**src/rtl/dat_split_pkg.sv**
```systemverilog
// Shared types and elaboration helpers for dat_split_streamer.
// State encoding plus width derivation and sanity-check functions.
package dat_split_pkg;

  typedef enum logic {
    IDLE,
    SEND
  } state_t;

  function automatic int num_sub(input int win, input int wout);
    return win / wout;
  endfunction

  function automatic int addr_w(input int win, input int wout);
    return $clog2(win / wout);
  endfunction

  function automatic bit width_ok(input int win, input int wout);
    int n;
    if (wout <= 0) return 1'b0;
    if ((win % wout) != 0) return 1'b0;
    n = win / wout;
    return (n >= 2) && ((n & (n - 1)) == 0);
  endfunction

endpackage

```
**src/rtl/dat_split_streamer.sv**
```systemverilog
// Wide-to-narrow serializer: one wide word in, selected sub-words out.
// Optional sticky wrap flag on oErr when ZION_DAT_SPLIT_WRAP_CHK_EN is defined.
module dat_split_streamer
  import dat_split_pkg::*;
#(
  parameter int WIDTH_DATA_IN  = 64,
  parameter int WIDTH_DATA_OUT = 16,
  localparam int NUM_SUB    = num_sub(WIDTH_DATA_IN, WIDTH_DATA_OUT),
  localparam int WIDTH_ADDR = addr_w(WIDTH_DATA_IN, WIDTH_DATA_OUT)
) (
  input  logic                      clk,
  input  logic                      rst,
  input  logic                      iVld,
  output logic                      oRdy,
  input  logic [WIDTH_DATA_IN-1:0]  iDat,
  input  logic [WIDTH_ADDR-1:0]     iStart,
  input  logic [WIDTH_ADDR-1:0]     iLen,
  output logic                      oVld,
  input  logic                      iRdy,
  output logic [WIDTH_DATA_OUT-1:0] oDat,
  output logic [WIDTH_ADDR-1:0]     oAddr,
`ifdef ZION_DAT_SPLIT_WRAP_CHK_EN
  output logic                      oErr,
`endif
  output logic                      oLast
);

  if (!width_ok(WIDTH_DATA_IN, WIDTH_DATA_OUT)) begin : g_bad_width
    $error("dat_split_streamer: bad WIDTH_DATA_IN/WIDTH_DATA_OUT");
  end

  state_t state;
  state_t state_nxt;

  logic [WIDTH_DATA_IN-1:0] datBuf;
  logic [WIDTH_ADDR-1:0]    ptr;
  logic [WIDTH_ADDR-1:0]    remain;

  logic [NUM_SUB-1:0][WIDTH_DATA_OUT-1:0] words;

  logic accept;
  logic beat;
  logic is_last;

  assign words   = datBuf;
  assign is_last = (state == SEND) && (remain == '0);
  assign beat    = (state == SEND) && iRdy;
  assign oRdy    = (state == IDLE) || (is_last && iRdy);
  assign accept  = iVld && oRdy;

  assign oVld  = (state == SEND);
  assign oLast = is_last;
  assign oDat  = words[ptr];
  assign oAddr = ptr;

  // Next-state: enter SEND on accept, leave after an unrefilled last beat.
  always_comb begin
    state_nxt = state;
    unique case (state)
      IDLE: if (accept) state_nxt = SEND;
      SEND: if (beat && is_last && !accept) state_nxt = IDLE;
      default: state_nxt = IDLE;
    endcase
  end

  // State register.
  always_ff @(posedge clk) begin
    if (rst) state <= IDLE;
    else     state <= state_nxt;
  end

  // Word buffer and beat counters: load on accept, step on non-last beats.
  always_ff @(posedge clk) begin
    if (rst) begin
      datBuf <= '0;
      ptr    <= '0;
      remain <= '0;
    end else if (accept) begin
      datBuf <= iDat;
      ptr    <= iStart;
      remain <= iLen;
    end else if (beat && !is_last) begin
      ptr    <= ptr + WIDTH_ADDR'(1);
      remain <= remain - WIDTH_ADDR'(1);
    end
  end

`ifdef ZION_DAT_SPLIT_WRAP_CHK_EN
  logic [WIDTH_ADDR:0] span;
  logic                wrap;

  assign span = {1'b0, iStart} + {1'b0, iLen};
  assign wrap = span > (WIDTH_ADDR + 1)'(NUM_SUB - 1);

  // Sticky flag for any accepted word whose beats run past the top sub-word.
  always_ff @(posedge clk) begin
    if (rst)                oErr <= 1'b0;
    else if (accept && wrap) oErr <= 1'b1;
  end
`endif

endmodule
```
**config.mk**
```make
export PLATFORM = sky130hd
export DESIGN_NAME = dat_split_streamer
export DESIGN_NICKNAME = d
export VERILOG_FILES = /design/src/rtl/dat_split_pkg.sv /design/src/rtl/dat_split_streamer.sv
export SDC_FILE = /design/constraint.sdc
export NUM_CORES = 1
export LEC_CHECK = 0
export CORE_ASPECT_RATIO = 1.25
export CORE_MARGIN = 2
export CORE_UTILIZATION = 30
export CTS_BUF_LIST = sky130_fd_sc_hd__clkbuf_8
export DETAILED_ROUTE_END_ITERATION = 16
export PLACE_DENSITY = 0.59
export REMOVE_ABC_BUFFERS = 1
export SLEW_MARGIN = 20
export SYNTH_ARGS = -nofsm -noshare
export SYNTH_HDL_FRONTEND = slang
export SYNTH_SLANG_ARGS = --single-unit
export TNS_END_PERCENT = 20
```
**constraint.sdc**
```tcl
create_clock -name clk -period 1.45 [get_ports clk]
set_clock_uncertainty 0.1 [all_clocks]
set_input_delay 0.145 -clock clk [delete_from_list [all_inputs] [get_ports clk]]
set_output_delay 0.145 -clock clk [all_outputs]
set_load 0.01 [all_outputs]
```
==> results of run 1 <==
## synthesized netlist by cell type, types with 3 or more instances
| master | n | area [µm²] |
|---|---|---|
| o21ai_1 | 30 | 150.1 |
| dfxtp_1 | 69 | 1381 |
| o21ai_0 | 34 | 170.2 |
| a21oi_1 | 63 | 315.3 |
| buf_1 | 4 | 15.01 |
| mux4_2 | 16 | 360.4 |
| clkbuf_1 | 12 | 45.04 |
| buf_2 | 18 | 90.09 |
| buf_8 | 3 | 45.04 |
| a21oi_2 | 3 | 26.28 |
| buf_6 | 4 | 45.04 |
| nand3_1 | 67 | 335.3 |
## through the flow
stage	power (mW)	cells	util [%]
after floorplan	2.495	303	-
after global placement	3.077	549	42.14
after detailed placement	3.092	549	42.14
after CTS	5.125	570	45.68
after global routing	5.302	568	46.05
final	5.074	568	46.05
## cell type report
| class | instances | area share [%] |
|---|---|---|
| multi-input combinational | 230 | 33.55 |
| sequential | 69 | 29.69 |
| timing repair buffer | 120 | 27.47 |
| tap | 129 | 3.451 |
| clock buffer | 11 | 3.237 |
| clock inverter | 5 | 2.274 |
| inverter | 4 | 0.3210 |
## worst reg2reg max path: stages, from the launching register on
cell      delay [ns]
dfxtp_2         0.35
inv_2           0.05
ha_4            0.17
a21boi_4        0.16
inv_2           0.08
buf_6           0.15
buf_12          0.16
nand3_1         0.10
a21oi_1         0.07
## layer usage
| layer | wire length [µm] | up-vias | global-route usage [%] |
|---|---|---|---|
| li1 | - | 1451 | - |
| met1 | 3962 | 1377 | 21.25 |
| met2 | 3998 | 79 | 24.26 |
| met3 | 462 | 11 | 2.996 |
| met4 | 150 | 0 | 6.161 |
| met5 | 0 | - | 0 |
## cell families after synthesis
family	share of synthesized area [%]
AOI/OAI and AO/OA	22.89
and+or+nand+nor	12.38
DFF	43.95
buffers and inverters	8.360
muxes	11.47
xor gates and xnor gates	0.5574
adders and majority gates	0.3980
## power by group through the flow
stage          Combinational [mW]  Clock (mW)  Sequential (mW)
3_3_place_gp                0.966           0             2.11
3_5_place_dp                0.976           0             2.12
6_report                     1.04        1.96             2.08
4_1_cts                      1.04        2.01             2.08
2_1_floorplan               0.368           0             2.13
5_1_grt                      1.13        2.08             2.09
## worst max-delay path by stage
stage | start | to | slack (ns)
after global routing | oAddr[0]$_SDFFE_PP0P_ | oDat[3] | -0.40
after CTS | oAddr[0]$_SDFFE_PP0P_ | oDat[13] | -0.44
final | oAddr[0]$_SDFFE_PP0P_ | oDat[5] | -0.35
after floorplan | remain[0]$_SDFFE_PP0P_ | datBuf[4]$_SDFFE_PP0P_ | -1.14
after global placement | oAddr[0]$_SDFFE_PP0P_ | oDat[1] | -0.37
after detailed placement | oAddr[0]$_SDFFE_PP0P_ | oDat[10] | -0.37
## registers in the layout, summed over array words and instances (netlist names)
name,flops
remain,2
oAddr,2
oVld,1
datBuf,64
## what timing repair did
| action | 4_1_cts | 5_1_grt |
|---|---|---|
| endpoints found under the setup margin | 88 | 86 |
| buffers inserted | 4 | 0 |
| gates resized for setup | 106 | 33 |
| pin swaps | 5 | 47 |
| cloned | 1 | 0 |
==> results.toml, run 1 <==
[timing]
timing.hold.ws_ns = 0.1055
fin_crit_ns = 1.799
finalMaxSlewViolations = 0
post-route-period-util_pct = 124.1
setup_violations = 41
fmax_mhz = 555.9
worstMarginPinSlew_ns = 0.3705
finalHoldViolations = 0
max_slew_margin_pct = 75.30
rsz0062_at_grt = "yes"
fin_setup_tns_ns = -5.634
worst_slack_ns = -0.3490

[die]
dieArea_um2 = 11320
die_w_um = 95.55
core-area_um2 = 10160
row_count = 41
start_util_pct = 30.94
ioPinCount = 93
die_y_um = 118.4

[detailed_routing]
wirelength_um = 8574
via_per_inst = 5.137
num_vias = 2918
wire_per_inst_um = 15.10
drt_first_pass_iters = 6
drtIter0Drc = 118
drc = 0
ant_nets = 0

[placed_design]
io_buffers = 92
dpl.hpwl_um = 5819
place_area_um2 = 4280
gp_congestion = 0.7173
dp_slack_ns = -0.3717

[min_path]
whs_endpoint = "datBuf[15]$_SDFFE_PP0P_"
hold_start = "rst"
hold_depth = 2
hold_path.class = "primary input to flop"

[synth]
yosysSeqAreaShare_pct = 43.95
yosysUniqueCellTypes = 28
synth.avg_cell_area_um2 = 9.110
synth_cells = 345
yosysWarnings = 0
synth-async-reset-ratio_pct = 0
synth_edf_count = 0
synth-main-ff-cell = "dfxtp_1"
netlist_area_um2 = 3143
synth_seq_cells = 69

[clock_network]
cts_hold_buffers = 0
cts_max_level = 3
clock_latency_ns = 0.35
cts-root-buf = "clkbuf_8"
clock-sinks = 69
cts_tree = "yes"
cts_buffers = 9
clockBufferDepth = 2
path_clk_slew_ns = 0.08

[cells_and_area]
nets = 507
synthToLayoutAreaGrowth_pct = 48.81
fill_cells = 984
drive_above_1_share_pct = 24.15
final_common_cell = "clkdlybuf4s50_1"
multi_input_area_um2 = 1569
seq_area_um2 = 1389
final_cell_mix = "69 x clkdlybuf4s50_1, 65 x dfxtp_1, 61 x a21oi_1"
antenna-diode-count = 0
final_area_um2 = 4677

[outcome]
violations = "negative setup slack"
status = "finished with violations"

[power_and_ir_drop]
switching_share_pct = 24.27
p_switching_mw = 1.232
p_comb_share_pct = 20.5
powerDensity_nw_per_um2 = 1085
p_leak_nw = 1.682
intPower_mw = 3.843
seqPwrFrac_pct = 41.0
clkPwrFrac_pct = 38.6
worst_ir_drop_vdd_v = 0.0005550

[worst_setup_path]
worstPathRequired_ns = 1.21
cp-end-kind = "output pin"
cp_num_cells = 3
slowest_delay_ns = 0.53
cp.arrival_ns = 1.55
cp_top_family = "multiplexers"
crit_slowest_cell = "mux4_2"
worst-setup-path-type = "flop to output pin"
ff2ff_setup_slack_ns = -0.04
cp_max_fo = 6
reg2regPathDepth = 8
crit_buf_inv = 2
r2r-start = "remain[0]$_SDFFE_PP0P_"
start_kind = "flop"
rr_endpoint = "datBuf[58]$_SDFFE_PP0P_"
crit_chain = "buf_12 -> mux4_2 -> buf_6"

[global_routing]
grtUsageTotal_pct = 15.65
antenna_found_initial = 0
grt_pass1_vias = 2878
grt_remaining_overflow = 0
grt_pass1_wl_um = 13960
grt_max_degree = 39

[flow_run]
maxCapViolCount = 0
No activity file was read; power rests on OpenSTA's default activity.
==> run 2, diff against run 1 <==
- RECOVER_POWER: not set -> 50
==> run 2 against run 1 <==
  * The flow still finishes with violations (negative setup slack)
  * Die area unchanged
  * Wire length about the same
  * Cell count unchanged
  * Utilization down 0.11 points
  * Critical endpoint unchanged
  * Largest cell class unchanged
==> results.toml, run 2 (synthesis results as in run 1) <==
[outcome]
status = "finished with violations"
violations = "negative setup slack"

[worst_setup_path]
cp_top_family = "multiplexers"
crit_slowest_cell = "mux4_2"
cp_max_fo = 6
critPathLaunch = "oAddr[0]$_SDFFE_PP0P_"
start_kind = "flop"
rr_endpoint = "datBuf[58]$_SDFFE_PP0P_"
crit_chain = "buf_12 -> mux4_2 -> buf_6"
cp-end-kind = "output pin"
worstPathRequired_ns = 1.21
reg2regPathDepth = 8
slowest_delay_ns = 0.53
worst-setup-path-type = "flop to output pin"
cp.arrival_ns = 1.55
r2r-start = "remain[0]$_SDFFE_PP0P_"
crit_buf_inv = 2
ff2ff_setup_slack_ns = -0.16

[flow_run]
maxCapViolCount = 0

[power_and_ir_drop]
switching_share_pct = 24.26
clkPwrFrac_pct = 38.6
p_switching_mw = 1.230
p_comb_share_pct = 20.4
p_leak_nw = 1.679
worst_ir_drop_vdd_v = 0.0005550
powerDensity_nw_per_um2 = 1086
seqPwrFrac_pct = 41.0
intPower_mw = 3.838
power_mw = 5.068

[min_path]
hold_path.class = "primary input to flop"
whs_endpoint = "datBuf[15]$_SDFFE_PP0P_"
hold_start = "rst"
hold_depth = 2

[timing]
worst_slack_ns = -0.3490
fin_crit_ns = 1.799
setup_violations = 84
fin_setup_tns_ns = -12.43
worstMarginPinSlew_ns = 0.3705
post-route-period-util_pct = 124.1
finalMaxSlewViolations = 0
fmax_mhz = 555.9
rsz0062_at_grt = "yes"
max_slew_margin_pct = 75.30
finalHoldViolations = 0

[detailed_routing]
num_vias = 2915
drtIter0Drc = 118
drc = 0
wire_per_inst_um = 15.11
via_per_inst = 5.132
drt_first_pass_iters = 6
wirelength_um = 8582
ant_nets = 0

[clock_network]
cts_max_level = 3
clock_latency_ns = 0.35
clock-sinks = 69
cts_buffers = 9
cts_tree = "yes"
clockBufferDepth = 2
path_clk_slew_ns = 0.08
cts-root-buf = "clkbuf_8"

[cells_and_area]
synthToLayoutAreaGrowth_pct = 48.45
drive_above_1_share_pct = 23.92
largest_reg_flops = 64
antenna-diode-count = 0
utilization_pct = 45.93
final_cell_mix = "69 x clkdlybuf4s50_1, 65 x dfxtp_1, 61 x a21oi_1"
final_common_cell = "clkdlybuf4s50_1"
nets = 507
fin_cells = 568
regMostFlops = "datBuf"

[die]
start_util_pct = 30.94
row_count = 41
die_w_um = 95.55
core-area_um2 = 10160
ioPinCount = 93
die_y_um = 118.4
dieArea_um2 = 11320

[placed_design]
io_buffers = 92
gp_congestion = 0.7173
dpl.hpwl_um = 5819
dp_slack_ns = -0.3717
dp_cells = 549

[global_routing]
grt_pass1_vias = 2878
antenna_found_initial = 0
grt_pass1_wl_um = 13960
grtUsageTotal_pct = 15.65
grt_max_degree = 39
grt_remaining_overflow = 0
run 2: changes by cell type in the layout (fill, tap and decap cells not counted):
cell      change
a21boi_4      -1
a21boi_1      +1
run 2: cell type report:
| class | instances | area (µm²) |
|---|---|---|
| Tap cell | 129 | 161.4 |
| Multi-Input combinational cell | 230 | 1558 |
| Clock buffer | 11 | 151.4 |
| Fill cell | 984 | 5492 |
| Inverter | 4 | 15.01 |
| Timing Repair Buffer | 120 | 1285 |
| Clock inverter | 5 | 106.4 |
| Sequential cell | 69 | 1389 |
run 2: repair_timing:
item	CTS	global route
setup endpoints to repair	88	86
pin swaps	5	47
hold buffers	0	0
gates resized for setup	106	33
setup buffers	4	0
gates cloned	1	0
run 2: power groups by stage:
stage / clock (mW) / combinational, mW / sequential [mW]
after floorplan: 0 / 0.368 / 2.13
after global placement: 0 / 0.966 / 2.11
after detailed placement: 0 / 0.976 / 2.12
after CTS: 2.01 / 1.04 / 2.08
after global routing: 2.08 / 1.12 / 2.09
final: 1.96 / 1.03 / 2.08
run 2: through the flow:
step / hold slack [ns] / cell area (µm²)
after global placement: 0.3613 / 4280
final: 0.1050 / 4666
after CTS: 0.08805 / 4639
after floorplan: 0.1074 / 2895
after detailed placement: 0.3675 / 4280
after global routing: 0.1258 / 4666
run 2: worst max-delay path by stage:
stage / to / depth (start not counted)
finish: oDat[5] / 3
global route: oDat[3] / 3
CTS: oDat[13] / 4
floorplan: datBuf[4]$_SDFFE_PP0P_ / 6
global placement: oDat[1] / 3
detailed placement: oDat[10] / 3
run 2: layer usage:
layer / global-route usage [%] / routed length [µm] / share of wire, %
met2: 24.26 / 4016 / 47
met1: 21.25 / 3954 / 46
met3: 2.996 / 460 / 5.4
met4: 6.161 / 150 / 1.7
met5: 0 / 0 / 0
==> run 3, diff against run 2 <==
- PLACE_DENSITY: 0.59 -> 0.57
- clock period: 1.45 -> 2.3 ns (I/O delays scaled with it)
==> run 3 against run 2 <==
  * The flow now finishes without violations
  * Cell count is 3.3% lower
  * Clock power is 44% lower
  * Wire length shrank 2.4%
  * Die area unchanged
  * Global-route usage decreased by 0.64 points
  * Count of clock-buffer cells in the layout shrank 1
  * Combinational power is 46% lower
  * Non-clock buffer count fell by 19
  * Utilization shrank 3.5 points
  * Worst hold slack gained 0.15 ns
  * Worst setup slack better by 0.42 ns
  * First-iteration DRC count increased by 30%
  * Largest cell class unchanged
==> results.toml, run 3 (synthesis results as in run 1) <==
[clock_network]
cts-root-buf = "clkbuf_8"
path_clk_slew_ns = 0.07
clock_latency_ns = 0.33
cts_setup_buffers = 0
clockBufferDepth = 2
cts_tree = "yes"
cts_hold_buffers = 0
cts_max_level = 3
clock-sinks = 69
cts_buffers = 9
cts_resized = 1

[worst_setup_path]
crit_chain = "buf_12 -> mux4_2 -> clkdlybuf4s50_1"
cp.arrival_ns = 1.90
crit_buf_inv = 2
cp_top_family = "buffers and inverters"
ff2ff_setup_slack_ns = 0.35
rr_endpoint = "datBuf[5]$_SDFFE_PP0P_"
start_kind = "flop"
cp-end-kind = "output pin"
crit_slowest_cell = "clkdlybuf4s50_1"
worst-setup-path-type = "flop to output pin"
reg2regPathDepth = 6
worstPathRequired_ns = 1.97
cp_max_fo = 16
r2r-start = "remain[0]$_SDFFE_PP0P_"
slowest_delay_ns = 0.52

[timing]
fmax_mhz = 447.7
setup_violations = 0
max_slew_margin_pct = 54.29
worstMarginPinSlew_ns = 0.6857
fin_crit_ns = 2.233
post-route-period-util_pct = 97.11
fin_setup_tns_ns = 0
rsz0062_at_grt = "no"
timing.hold.ws_ns = 0.2530
finalMaxSlewViolations = 0
finalHoldViolations = 0

[detailed_routing]
wire_per_inst_um = 15.26
ant_nets = 0
drt_first_pass_iters = 6
wirelength_um = 8376
drtIter0Drc = 153
via_per_inst = 5.078
drc = 0
num_vias = 2788

[global_routing]
grt_pass1_wl_um = 13380
grtUsageTotal_pct = 15.00
grt_pass1_vias = 2707
grt_max_degree = 69
grt_remaining_overflow = 0
antenna_found_initial = 0

[outcome]
status = "finished clean"

[cells_and_area]
fill_cells = 1038
antenna-diode-count = 0
largest_reg_flops = 64
final_cell_mix = "88 x clkdlybuf4s50_1, 67 x nand3_1, 67 x dfxtp_1"
utilization_pct = 42.45
final_common_cell = "clkdlybuf4s50_1"
drive_above_1_share_pct = 11.90
nets = 488
synthToLayoutAreaGrowth_pct = 37.18
regMostFlops = "datBuf"

[die]
ioPinCount = 93
die_y_um = 118.4
die_w_um = 95.55
row_count = 41
core-area_um2 = 10160
dieArea_um2 = 11320
start_util_pct = 30.94

[placed_design]
io_buffers = 92
gp_congestion = 0.7681
dpl.hpwl_um = 5328

[power_and_ir_drop]
p_leak_nw = 1.476
worst_ir_drop_vdd_v = 0.0002751
powerDensity_nw_per_um2 = 686.4

[min_path]
whs_endpoint = "oVld$_SDFF_PP0_"
hold_start = "iVld"
hold_path.class = "primary input to flop"
hold_depth = 3

[flow_run]
maxCapViolCount = 0
-- run 3: cell count changes in the layout (fill, tap and decap cells not counted), sizes merged --
| cell | previous run | this run |
|---|---|---|
| buf | 48 | 10 |
| clkdlybuf4s50 | 69 | 88 |
| clkinv | 1 | 3 |
| dlygate4sd2 | 2 | 0 |
| dlygate4sd3 | 0 | 2 |
| bufinv | 3 | 2 |
| clkdlybuf4s15 | 1 | 0 |
-- run 3: power by group --
part	internal (mW)	switching, mW	total, mW
sequential	1.27	0.0358	1.31
combinational	0.300	0.252	0.552
clock	0.638	0.463	1.10
total	2.21	0.750	2.96
-- run 3: area by class of cell --
class	instances	area, µm²	share of cell area [%]
multi-input cells	230	1499	34.76
flip-flops and latches	69	1384	32.10
repair buffers	101	1028	23.85
well taps	129	161.4	3.743
clock buffers	10	137.6	3.192
clock inverters	6	86.33	2.002
inverters	4	15.01	0.3482
-- run 3: stage by stage --
step / cells / setup WS, ns / area, µm² / total power [mW]
final: 549 / 0.06656 / 4312 / 2.959
after global routing: 549 / 0.002183 / 4312 / 3.121
after CTS: 549 / 0.04084 / 4312 / 3.006
after detailed placement: 533 / 0.2815 / 4086 / 1.901
after global placement: 533 / 0.3351 / 4086 / 1.888
after floorplan: 303 / -0.2927 / 2895 / 1.573
-- run 3: layer usage --
metal | share of wire, % | GRT usage, % | wire, µm | vias up
met5 | 0 | 0 | 0 | -
met4 | 1.3 | 5.357 | 110 | 0
met3 | 5.0 | 2.804 | 415 | 10
met2 | 47 | 22.68 | 3940 | 73
met1 | 47 | 21.21 | 3910 | 1303
li1 | - | - | - | 1402
-- run 3: worst reg2reg max path: stages (launching register included) --
cell	delay, ns
dfxtp_1	0.35
inv_1	0.05
ha_1	0.27
a21boi_4	0.17
clkbuf_4	0.54
o21ai_0	0.25
a21oi_2	0.16
-- run 3: worst max-delay path by stage --
stage	slack [ns]	end	cells after the start	start
2_1_floorplan	-0.29	datBuf[4]$_SDFFE_PP0P_	6	remain[0]$_SDFFE_PP0P_
3_3_place_gp	0.34	remain[1]$_SDFFE_PP0P_	5	iRdy
3_5_place_dp	0.28	datBuf[50]$_SDFFE_PP0P_	5	iRdy
4_1_cts	0.04	oDat[0]	3	oAddr[0]$_SDFFE_PP0P_
5_1_grt	0.002	oDat[8]	3	oAddr[0]$_SDFFE_PP0P_
6_report	0.07	oDat[11]	3	oAddr[0]$_SDFFE_PP0P_
